`config.mk`:
```
export PLATFORM = sky130hd
export DESIGN_NAME = branch_resolve_unit_flat
export DESIGN_NICKNAME = d
export VERILOG_FILES = /design/src/rtl/riscv_pkg.sv /design/src/rtl/branch_resolve_unit_if.sv /design/src/rtl/branch_cmp.sv /design/src/rtl/branch_resolve_unit.sv /design/src/flat_wrapper.sv
export SDC_FILE = /design/constraint.sdc
export NUM_CORES = 1
export LEC_CHECK = 0
export CAP_MARGIN = 30
export CORE_MARGIN = 2
export CORE_UTILIZATION = 51
export DETAILED_ROUTE_END_ITERATION = 6
export PLACE_DENSITY = 0.81
export RECOVER_POWER = 25
export SETUP_SLACK_MARGIN = 0.05
export SLEW_MARGIN = 20
export SYNTH_ARGS = -nofsm -noshare
export SYNTH_HDL_FRONTEND = slang
export SYNTH_SLANG_ARGS = --single-unit
```
`constraint.sdc`:
```
create_clock -name clk -period 7.4 [get_ports clk]
set_clock_uncertainty 0.15 [all_clocks]
set_input_delay 1.11 -clock clk [delete_from_list [all_inputs] [get_ports clk]]
set_output_delay 1.11 -clock clk [all_outputs]
set_load 0.02 [all_outputs]
```
`src/rtl/riscv_pkg.sv`:
```
// Shared RISC-V front-end definitions: default width, branch compare codes and
// control-transfer kinds.
package riscv_pkg;

   localparam int unsigned XLEN_DEFAULT = 32;

   typedef enum logic [2:0] {
      CMP_EQ  = 3'b000,
      CMP_NE  = 3'b001,
      CMP_LT  = 3'b100,
      CMP_GE  = 3'b101,
      CMP_LTU = 3'b110,
      CMP_GEU = 3'b111
   } cmp_e;

   typedef enum logic [1:0] {
      KIND_BRANCH = 2'b00,
      KIND_JAL    = 2'b01,
      KIND_JALR   = 2'b10,
      KIND_RSVD   = 2'b11
   } kind_e;

endpackage

```
`src/rtl/branch_resolve_unit_if.sv`:
```
// Request/response bundle between the operand muxes, the resolve unit and the
// fetch redirect logic.
interface branch_resolve_unit_if #(
   parameter int unsigned XLEN  = 32,
   parameter int unsigned CNT_W = 32
);
   logic             in_valid;
   logic             in_ready;
   logic [XLEN-1:0]  in_0;
   logic [XLEN-1:0]  in_1;
   logic [2:0]       mode;
   logic [1:0]       kind;
   logic [XLEN-1:0]  pc;
   logic [XLEN-1:0]  imm;
   logic             pred_taken;
   logic [XLEN-1:0]  pred_target;
   logic             flush;
   logic             out_valid;
   logic             out_ready;
   logic             taken;
   logic [XLEN-1:0]  target;
   logic             mispredict;
   logic             illegal_mode;
   logic [CNT_W-1:0] n_branches;
   logic [CNT_W-1:0] n_mispredicts;

   modport master (
      output in_valid, in_0, in_1, mode, kind, pc, imm, pred_taken, pred_target,
             flush, out_ready,
      input  in_ready, out_valid, taken, target, mispredict, illegal_mode,
             n_branches, n_mispredicts
   );

   modport slave (
      input  in_valid, in_0, in_1, mode, kind, pc, imm, pred_taken, pred_target,
             flush, out_ready,
      output in_ready, out_valid, taken, target, mispredict, illegal_mode,
             n_branches, n_mispredicts
   );
endinterface

```
`src/rtl/branch_cmp.sv`:
```
// Combinational branch comparator: funct3 mode and operands to direction,
// flagging the two unassigned mode encodings.
module branch_cmp
   import riscv_pkg::*;
#(
   parameter int unsigned XLEN = XLEN_DEFAULT
) (
   input  logic [2:0]      mode,
   input  logic [XLEN-1:0] in_0,
   input  logic [XLEN-1:0] in_1,
   output logic            taken_c,
   output logic            illegal_c
);

   always_comb begin
      taken_c   = 1'b0;
      illegal_c = 1'b0;
      case (mode)
         CMP_EQ:  taken_c = (in_0 == in_1);
         CMP_NE:  taken_c = (in_0 != in_1);
         CMP_LT:  taken_c = ($signed(in_0) <  $signed(in_1));
         CMP_GE:  taken_c = ($signed(in_0) >= $signed(in_1));
         CMP_LTU: taken_c = (in_0 <  in_1);
         CMP_GEU: taken_c = (in_0 >= in_1);
         default: illegal_c = 1'b1;
      endcase
   end

endmodule

```
`src/rtl/branch_resolve_unit.sv`:
```
// Pipelined branch/jump resolver: direction, target and mispredict check with
// valid/ready flow control, flush and retire statistics.
module branch_resolve_unit
   import riscv_pkg::*;
#(
   parameter int unsigned XLEN   = XLEN_DEFAULT,
   parameter int unsigned STAGES = 1,
   parameter int unsigned CNT_W  = 32
) (
   input logic                  clk,
   input logic                  res_n,
   branch_resolve_unit_if.slave bus
);

   typedef struct packed {
      logic            taken;
      logic            illegal;
      logic [XLEN-1:0] target;
      logic            pred_taken;
      logic [XLEN-1:0] pred_target;
   } res_t;

   typedef struct packed {
      logic            taken;
      logic            illegal;
      logic            mispredict;
      logic [XLEN-1:0] target;
   } out_t;

   function automatic out_t check_pred(input res_t r);
      out_t o;
      o.taken      = r.taken;
      o.illegal    = r.illegal;
      o.target     = r.target;
      o.mispredict = (r.taken != r.pred_taken) | (r.taken & (r.target != r.pred_target));
      return o;
   endfunction

   logic       cmp_taken_c;
   logic       cmp_illegal_c;
   res_t       res_c;
   out_t       stage_out;
   logic       out_vld;
   logic       in_ready_c;
   logic       accept;
   logic       retire;
   logic [CNT_W-1:0] n_br_q, n_br_d, n_mp_q, n_mp_d;

   branch_cmp #(.XLEN(XLEN)) u_cmp (
      .mode      (bus.mode),
      .in_0      (bus.in_0),
      .in_1      (bus.in_1),
      .taken_c   (cmp_taken_c),
      .illegal_c (cmp_illegal_c)
   );

   // Resolve direction and next PC for the offered transaction.
   always_comb begin
      res_c             = '0;
      res_c.pred_taken  = bus.pred_taken;
      res_c.pred_target = bus.pred_target;
      case (bus.kind)
         KIND_BRANCH: begin
            res_c.taken   = cmp_taken_c;
            res_c.illegal = cmp_illegal_c;
         end
         KIND_JAL, KIND_JALR: res_c.taken = 1'b1;
         default:             res_c.taken = 1'b0;
      endcase
      if (!res_c.taken)
         res_c.target = bus.pc + XLEN'(4);
      else if (bus.kind == KIND_JALR)
         res_c.target = (bus.in_0 + bus.imm) & ~XLEN'(1);
      else
         res_c.target = bus.pc + bus.imm;
   end

   assign accept = bus.in_valid & in_ready_c;
   assign retire = out_vld & bus.out_ready;

   if (STAGES == 1) begin : g_one
      logic s1_valid_q, s1_valid_d;
      out_t s1_q, s1_d;

      assign in_ready_c = ~s1_valid_q | bus.out_ready;

      always_comb begin
         s1_valid_d = s1_valid_q;
         s1_d       = s1_q;
         if (retire) s1_valid_d = 1'b0;
         if (accept) begin
            s1_valid_d = 1'b1;
            s1_d       = check_pred(res_c);
         end
         if (bus.flush) s1_valid_d = 1'b0;
      end

      always_ff @(posedge clk or negedge res_n) begin
         if (!res_n) begin
            s1_valid_q <= 1'b0;
            s1_q       <= '0;
         end else begin
            s1_valid_q <= s1_valid_d;
            s1_q       <= s1_d;
         end
      end

      assign out_vld   = s1_valid_q;
      assign stage_out = s1_q;
   end else if (STAGES == 2) begin : g_two
      logic s1_valid_q, s1_valid_d, s2_valid_q, s2_valid_d;
      res_t s1_q, s1_d;
      out_t s2_q, s2_d;
      logic s2_load;

      // Stage 1 moves forward whenever stage 2 is empty or draining.
      assign s2_load    = s1_valid_q & (~s2_valid_q | bus.out_ready);
      assign in_ready_c = ~s1_valid_q | s2_load;

      always_comb begin
         s1_valid_d = s1_valid_q;
         s1_d       = s1_q;
         s2_valid_d = s2_valid_q;
         s2_d       = s2_q;
         if (s2_load) begin
            s1_valid_d = 1'b0;
            s2_valid_d = 1'b1;
            s2_d       = check_pred(s1_q);
         end else if (retire) begin
            s2_valid_d = 1'b0;
         end
         if (accept) begin
            s1_valid_d = 1'b1;
            s1_d       = res_c;
         end
         if (bus.flush) begin
            s1_valid_d = 1'b0;
            s2_valid_d = 1'b0;
         end
      end

      always_ff @(posedge clk or negedge res_n) begin
         if (!res_n) begin
            s1_valid_q <= 1'b0;
            s2_valid_q <= 1'b0;
            s1_q       <= '0;
            s2_q       <= '0;
         end else begin
            s1_valid_q <= s1_valid_d;
            s2_valid_q <= s2_valid_d;
            s1_q       <= s1_d;
            s2_q       <= s2_d;
         end
      end

      assign out_vld   = s2_valid_q;
      assign stage_out = s2_q;
   end else begin : g_bad
      $error("branch_resolve_unit: STAGES must be 1 or 2");
   end

   // Statistics advance only when a result is consumed.
   always_comb begin
      n_br_d = n_br_q;
      n_mp_d = n_mp_q;
      if (retire) begin
         n_br_d = n_br_q + CNT_W'(1);
         n_mp_d = n_mp_q + CNT_W'(stage_out.mispredict);
      end
   end

   always_ff @(posedge clk or negedge res_n) begin
      if (!res_n) begin
         n_br_q <= '0;
         n_mp_q <= '0;
      end else begin
         n_br_q <= n_br_d;
         n_mp_q <= n_mp_d;
      end
   end

   assign bus.in_ready      = in_ready_c;
   assign bus.out_valid     = out_vld;
   assign bus.taken         = stage_out.taken;
   assign bus.target        = stage_out.target;
   assign bus.mispredict    = stage_out.mispredict;
   assign bus.illegal_mode  = stage_out.illegal;
   assign bus.n_branches    = n_br_q;
   assign bus.n_mispredicts = n_mp_q;

endmodule

```
`src/flat_wrapper.sv`:
```
// flat-port wrapper written by rule: the top's interface ports become plain ports
module branch_resolve_unit_flat import riscv_pkg::*;
#(
   parameter int unsigned XLEN   = XLEN_DEFAULT,
   parameter int unsigned STAGES = 1,
   parameter int unsigned CNT_W  = 32
)
  (clk, res_n, bus_in_valid, bus_in_0, bus_in_1, bus_mode, bus_kind, bus_pc, bus_imm, bus_pred_taken, bus_pred_target, bus_flush, bus_out_ready, bus_in_ready, bus_out_valid, bus_taken, bus_target, bus_mispredict, bus_illegal_mode, bus_n_branches, bus_n_mispredicts);
  branch_resolve_unit_if #(.XLEN(XLEN), .CNT_W(CNT_W)) bus_i ();
  input logic clk;
  input logic res_n;
  input wire logic [$bits(bus_i.in_valid)-1:0] bus_in_valid;
  input wire logic [$bits(bus_i.in_0)-1:0] bus_in_0;
  input wire logic [$bits(bus_i.in_1)-1:0] bus_in_1;
  input wire logic [$bits(bus_i.mode)-1:0] bus_mode;
  input wire logic [$bits(bus_i.kind)-1:0] bus_kind;
  input wire logic [$bits(bus_i.pc)-1:0] bus_pc;
  input wire logic [$bits(bus_i.imm)-1:0] bus_imm;
  input wire logic [$bits(bus_i.pred_taken)-1:0] bus_pred_taken;
  input wire logic [$bits(bus_i.pred_target)-1:0] bus_pred_target;
  input wire logic [$bits(bus_i.flush)-1:0] bus_flush;
  input wire logic [$bits(bus_i.out_ready)-1:0] bus_out_ready;
  output wire logic [$bits(bus_i.in_ready)-1:0] bus_in_ready;
  output wire logic [$bits(bus_i.out_valid)-1:0] bus_out_valid;
  output wire logic [$bits(bus_i.taken)-1:0] bus_taken;
  output wire logic [$bits(bus_i.target)-1:0] bus_target;
  output wire logic [$bits(bus_i.mispredict)-1:0] bus_mispredict;
  output wire logic [$bits(bus_i.illegal_mode)-1:0] bus_illegal_mode;
  output wire logic [$bits(bus_i.n_branches)-1:0] bus_n_branches;
  output wire logic [$bits(bus_i.n_mispredicts)-1:0] bus_n_mispredicts;
  assign bus_i.in_valid = bus_in_valid;
  assign bus_i.in_0 = bus_in_0;
  assign bus_i.in_1 = bus_in_1;
  assign bus_i.mode = bus_mode;
  assign bus_i.kind = bus_kind;
  assign bus_i.pc = bus_pc;
  assign bus_i.imm = bus_imm;
  assign bus_i.pred_taken = bus_pred_taken;
  assign bus_i.pred_target = bus_pred_target;
  assign bus_i.flush = bus_flush;
  assign bus_i.out_ready = bus_out_ready;
  assign bus_in_ready = bus_i.in_ready;
  assign bus_out_valid = bus_i.out_valid;
  assign bus_taken = bus_i.taken;
  assign bus_target = bus_i.target;
  assign bus_mispredict = bus_i.mispredict;
  assign bus_illegal_mode = bus_i.illegal_mode;
  assign bus_n_branches = bus_i.n_branches;
  assign bus_n_mispredicts = bus_i.n_mispredicts;
  branch_resolve_unit #(.XLEN(XLEN), .STAGES(STAGES), .CNT_W(CNT_W)) u_core (.clk(clk), .res_n(res_n), .bus(bus_i));
endmodule
```
After elaboration in Yosys (flattened, before gate mapping)
Index checks and enable logic that the tools add are counted.
{ "word_totals": {"wordCells": 47, "in_bits": 171, "output_inout_bits": 101, "ff_bits": 100} }
{ "op_classes": {"reduce_logical": 5, "bitwise_logic": 6, "n_mux": 9, "eq_ne": 11, "add_sub_neg": 5, "order_cmp": 4} }
{ "op_table": {"columns": ["cell", "count"], "rows": [
  ["32-bit adder", 2],
  ["32-bit greater-or-equal comparator", 2],
  ["32-bit less-than comparator", 2],
  ["32-bit 2-to-1 mux", 2],
  ["32-bit inequality test", 2],
  ["32-bit by 1-bit adder with 32-bit output", 1],
  ["32-bit by 1-bit adder with 32-bit output (second input constant)", 1],
  ["32-bit by 3-bit adder with 32-bit output (second input constant)", 1],
  ["32-bit equality test", 1],
  ["3-bit equality test (second input constant)", 4],
  ["1-bit one-hot mux with 6 select lines", 1],
  ["6-bit OR reduction", 1],
  ["1-bit 2-to-1 mux", 5],
  ["1-bit bitwise AND", 3],
  ["3-bit by 1-bit equality test with 1-bit output (second input constant)", 1],
  ["3-bit zero test", 1],
  ["3-bit nonzero test", 1],
  ["2-bit by 1-bit equality test with 1-bit output (second input constant)", 1],
  ["2-bit equality test (second input constant)", 1],
  ["2-bit zero test", 1],
  ["1-bit bitwise OR", 2],
  ["1-bit one-hot mux with 2 select lines", 1],
  ["2-bit OR reduction", 1],
  ["1-bit inequality test", 1],
  ["1-bit NOT", 1]
]} }

Logic depth before layout (Yosys ltp)
{ "depth": {"ltp_word": 7, "depth_mapped": 17, "depth_no_buf": 14} }

Modules after synthesis
A second synthesis with hierarchy kept.
{ "hier_totals": {"cells_unflattened": 1262, "hier_area_um2": 10303.6} }
{ "by_module_without_submodules": {"columns": ["mod", "cells_each", "instances", "area_per_inst_um2", "seq_area_each_um2"], "rows": [
  ["branch_resolve_unit", 1133, 1, 9374.0, 2502.4],
  ["branch_cmp", 129, 1, 929.6, 0.0]
]} }

Worst setup path after synthesis
No wires, ideal clock.
{ "synth_timing": {"kind": "input to register", "startpoint": "input port bus_imm[0]", "endpoint": "register u_core.g_one.s1_q (netlist bit u_core.bus.mispredict)", "stages": 14, "t_required_ps": 7125, "n_path_buf": 0, "arrival_ps": 4384, "slack_ps": 2741, "setup_ps": 125, "path_cell_list": "ha_1 > fa_1 > a211oi_2 > o21ai_0 > a311oi_1 > o21ai_1 > a31oi_1 > xor2_1 > nor3_1 > or4_1 > a2111oi_0 > nand4b_1 > nor4_1 > nor2_1"} }
{ "synth_between": {"elab_chain_len": 6, "word_cells_on_any_way": 7, "cone_classes": "2 x add/sub; 1 x eq/ne; 2 x mux; 2 x bitwise"} }
{ "synth_rtl": {"columns": ["item", "line_no", "text"], "rows": [
  ["start: declaration", "flat_wrapper.sv:18", "input wire logic [$bits(bus_i.imm)-1:0] bus_imm;"],
  ["32-bit adder, on equally long branches", "branch_resolve_unit.sv:75, branch_resolve_unit.sv:73", null],
  ["32-bit 2-to-1 mux (*)", "branch_resolve_unit.sv:72", "else if (bus.kind == KIND_JALR)"],
  ["32-bit 2-to-1 mux (*)", "branch_resolve_unit.sv:70", "if (!res_c.taken)"],
  ["32-bit inequality test (*)", "branch_resolve_unit.sv:35", "o.mispredict = (r.taken != r.pred_taken) | (r.taken & (r.target != r.pred_target));"],
  ["1-bit bitwise AND (*)", "branch_resolve_unit.sv:35", null],
  ["1-bit bitwise OR (*)", "branch_resolve_unit.sv:35", null],
  ["end signal: assignment", "branch_resolve_unit.sv:101", "s1_q <= '0;"],
  ["end signal: assignment", "branch_resolve_unit.sv:104", "s1_q <= s1_d;"],
  ["end: declaration", "branch_resolve_unit.sv:83", "out_t s1_q, s1_d;"]
]} }
Every way passes the cells marked *; elsewhere a longest branch is shown, timed or not.
A chain may end at the register's enable or synchronous reset.

Worst setup path after layout
{ "layout_timing": {"startpoint": "input port bus_pc[4]", "endpoint": "register u_core.g_one.s1_q (netlist bit u_core.bus.mispredict)"} }
{ "layout_between": {"elab_chain_len": 6, "word_cells_on_any_way": 7, "cone_classes": "2 x add/sub; 1 x eq/ne; 2 x mux; 2 x bitwise"} }
{ "layout_rtl": {"columns": ["item", "line_no", "text"], "rows": [
  ["start: declaration", "flat_wrapper.sv:17", "input wire logic [$bits(bus_i.pc)-1:0] bus_pc;"],
  ["32-bit adder", "branch_resolve_unit.sv:75", "res_c.target = bus.pc + bus.imm;"],
  ["32-bit 2-to-1 mux", "branch_resolve_unit.sv:72", null],
  ["32-bit 2-to-1 mux (*)", "branch_resolve_unit.sv:70", null],
  ["32-bit inequality test (*)", "branch_resolve_unit.sv:35", null],
  ["1-bit bitwise AND (*)", "branch_resolve_unit.sv:35", null],
  ["1-bit bitwise OR (*)", "branch_resolve_unit.sv:35", null]
]} }
Marks and branches as above.

==> out/qor.csv <==
stage,metric,value,unit
yosys,async_flop_share,100.0,%
sta,fin_tns_setup,0,ns
floorplanning,core,0.02023,mm2
placement,hpwl,28.27,mm
drt,num_vias,11090,
critical_path,startpoint_type,input pin,
final_layout,final_nets,1842,
yosys,ys_top_cells_by_area,"dfrtp_1, ha_1, xnor2_1, nand2_1, a21oi_1",
sta,max_freq,179.2,MHz
pwr,p_leak,5.971,nW
sta,fin_crit_sh,75.43,%
placement,routabilityCongestion,0.9573,
clock_tree,htree_levels,3,
clock_tree,post_cts_buffers,0,
critical_path,critical_path.top_delay_family,compound AO/OA/AOI/OAI gates,
yosys,synth_edf_count,0,
critical_path,regToRegSetupSlack,4.05,ns
critical_path,critPathSlowestCell,a2111oi_0,
critical_path,slowest_delay,0.90,ns
clock_tree,cts_buffers,9,
yosys,yosysWarnings,0,
yosys,synthCells,1320,
critical_path,end_kind,flop,
clock_tree,clk_pin_slew_worst_paths,0.07,ns
floorplanning,die_h,147.8,um
pwr,power_density,156.2,mW/mm2
critical_path,critical_path_class,input pin to flop,
critical_path,required,7.47,ns
final_layout,syn_to_final_growth,31.11,%
drt,ant_nets,0,
floorplanning,die_w,147.8,um
critical_path,cp_max_fo,6,
global_route,grt_pass1_vias,10400,
status,violations,"capacitance limit, slew limit",
clock_tree,cts_root_buf,clkbuf_16,
drt,via_per_inst,6.009,
placement,portBuffers,271,
sta,maxSlewViolCount,88,
clock_tree,clock_latency,0.34,ns
sta,setup_viol,0,
yosys,yosysSeqAreaShare,23.73,%
global_route,grt_overflow,0,
yosys,synth.top_cell.area_share,23.73,%
run,cap_violations,2,
pwr,vdd_drop_max,0.1098,mV
sta,grt_setup_unrepaired,false,
yosys,synth_most_common_cell,nand2_1,
clock_tree,cts_buffer_depth,2,
min_path,hold_path.class,flop to flop,
critical_path,crit_chain,"clkdlybuf4s50_1, ha_1, nand2_1, o31ai_1, o211a_1, o21ai_1, a21oi_1, o21ai_0, a2111oi_0, a211oi_1, a32oi_1, nand4_1, nor4_1, nor2_1",
global_route,grt_pass1_wl,54.34,mm
drt,routed_wl,34.33,mm
clock_tree,ctsResizeCount,0,
global_route,antenna_found_initial,2,
final_layout,final_util,68.32,%
placement,dp_cells,1827,
placement,pre_cts_slack,1.496,ns
sta,timing.slew.headroom,-74.25,%
status,status,finished with violations,
drt,firstDrtPassIters,5,
floorplanning,placementRows,52,
critical_path,critical_path_arrival,5.65,ns
sta,fin_crit,5.581,ns
drt,wl_per_cell,18.60,um
yosys,synth_seq_cells,100,
sta,timing.final.ws_setup,1.819,ns
yosys,synth.largest_area_cell,dfrtp_1,
drt,dr.first_iter.drc_count,697,
clock_tree,clock-sinks,100,
final_layout,drive_gt1_share,3.875,%
yosys,synth_nets,1593,
floorplanning,die_area,0.02184,mm2
global_route,grtUsageTotal,31.04,%
clock_tree,cts_tree,built,
yosys,synth.top_cells.by_count,"nand2_1, nor2_1, dfrtp_1, ha_1, xnor2_1",
clock_tree,ctsHoldBuffers,0,
critical_path,crit_buf_inv,1,
final_layout,nFillCells,1730,
sta,hold_violations,0,
yosys,netlist_area,0.01054,mm2
yosys,yosys_most_used_dff,dfrtp_1,
floorplanning,io_pins,272,
global_route,grt_max_degree,68,
yosys,yosysUniqueCellTypes,79,
drt,drc,0,
yosys,avgSynthCellArea,7.988,um2
final_layout,final_cell_count_no_fill,1846,
sta,worst_pin_slew,2.614,ns
floorplanning,initial_core_util,52.11,%
==> where the power goes <==
| part | internal (W) | total, W | switching, W |
|---|---|---|---|
| clock | 0.000298 | 0.000496 | 0.000199 |
| combinational | 0.000448 | 0.000996 | 0.000548 |
| sequential | 0.000607 | 0.000666 | 0.0000599 |
| total | 0.00135 | 0.00216 | 0.000807 |
==> per-layer routing <==
metal  vias to the layer above  wire, um  track usage [%]  part of all wire (%)
met5                         -         0                0                     0
met4                         0       786            8.221                   2.3
met3                        43      2234            2.747                   6.5
met2                       464     15930            51.63                    46
met1                      5212     15380            43.56                    45
li1                       5373         -                -                     -
==> metrics by stage <==
step	hold WS (ns)	total power, W	area, um2
6_report	0.3190	0.002159	13820
5_1_grt	0.3509	0.002283	13820
4_1_cts	0.3265	0.002158	13850
3_5_place_dp	0.3116	0.001658	13520
3_3_place_gp	0.3016	0.001642	13490
2_1_floorplan	0.4278	0.001240	10540
==> layout by cell type, fill, tap and decap left out, drive strengths merged, types with 12 or more instances in the layout <==
master,instances
ha,100
clkdlybuf4s50,269
a21o,28
nor3,24
xnor2,92
o21a,12
or3,12
and3,27
nand4,36
inv,64
nand2,152
xor2,47
nand2b,13
nand3,54
a21oi,84
clkbuf,12
o21ai,69
dfrtp,100
o211ai,18
mux2i,19
nor2,106
and4,16
a211oi,21
==> final timing paths <==
kind                                                         from                               endpoint  cells past startpoint
worst max-delay path                                    bus_pc[4]      u_core.bus.mispredict$_DFFE_PN0P_                     14
worst min-delay path            u_core.bus.target[14]$_DFFE_PN0P_      u_core.bus.target[14]$_DFFE_PN0P_                      2
worst max register to register   u_core.bus.out_valid$_DFFE_PN0P_      u_core.bus.mispredict$_DFFE_PN0P_                     12
worst min register to register  u_core.bus.target[14]$_DFFE_PN0P_      u_core.bus.target[14]$_DFFE_PN0P_                      2
max in group asynchronous                                   res_n      u_core.bus.target[27]$_DFFE_PN0P_                      3
min in group asynchronous                                   res_n  u_core.bus.n_branches[12]$_DFFE_PN0P_                      1
==> registers in the layout, summed over array words and instances (netlist names) <==
register / cells
u_core.bus.mispredict: 1
u_core.bus.n_mispredicts: 32
u_core.bus.taken: 1
u_core.bus.out_valid: 1
u_core.bus.illegal_mode: 1
u_core.bus.target: 32
u_core.bus.n_branches: 32
==> layout make-up <==
class / instances / area [um2] / share of cell area [%]
Sequential cell: 100 / 2502 / 18.10
Inverter: 64 / 240.2 / 1.738
Clock inverter: 7 / 101.3 / 0.7331
Antenna cell: 2 / 5.005 / 0.03620
Clock buffer: 9 / 225.2 / 1.629
Timing Repair Buffer: 280 / 2764 / 19.99
Multi-Input combinational cell: 1114 / 7649 / 55.33
Tap cell: 270 / 337.8 / 2.444
==> cell families (layout without fill, tap and decap cells) <==
family / after synthesis / count (layout) / share of synthesized area, %
compound gates: 344 / 344 / 22.32
buf+inv: 106 / 360 / 3.833
xor+xnor: 140 / 140 / 11.76
simple gates: 502 / 502 / 23.56
fa+ha+maj: 102 / 102 / 12.25
flops: 100 / 100 / 23.73
other cells: 0 / 2 / 0
mux: 26 / 26 / 2.551
==> worst reg2reg max path: cells and delay by family, from the launching register on <==
family,cells,cell delay [ns]
AO/OA/AOI/OAI,3,0.63
buffers and inverters,1,0.24
flip-flops,1,0.39
AND/OR/NAND/NOR,8,1.83
Note: power is estimated with default switching activity, not from simulation.
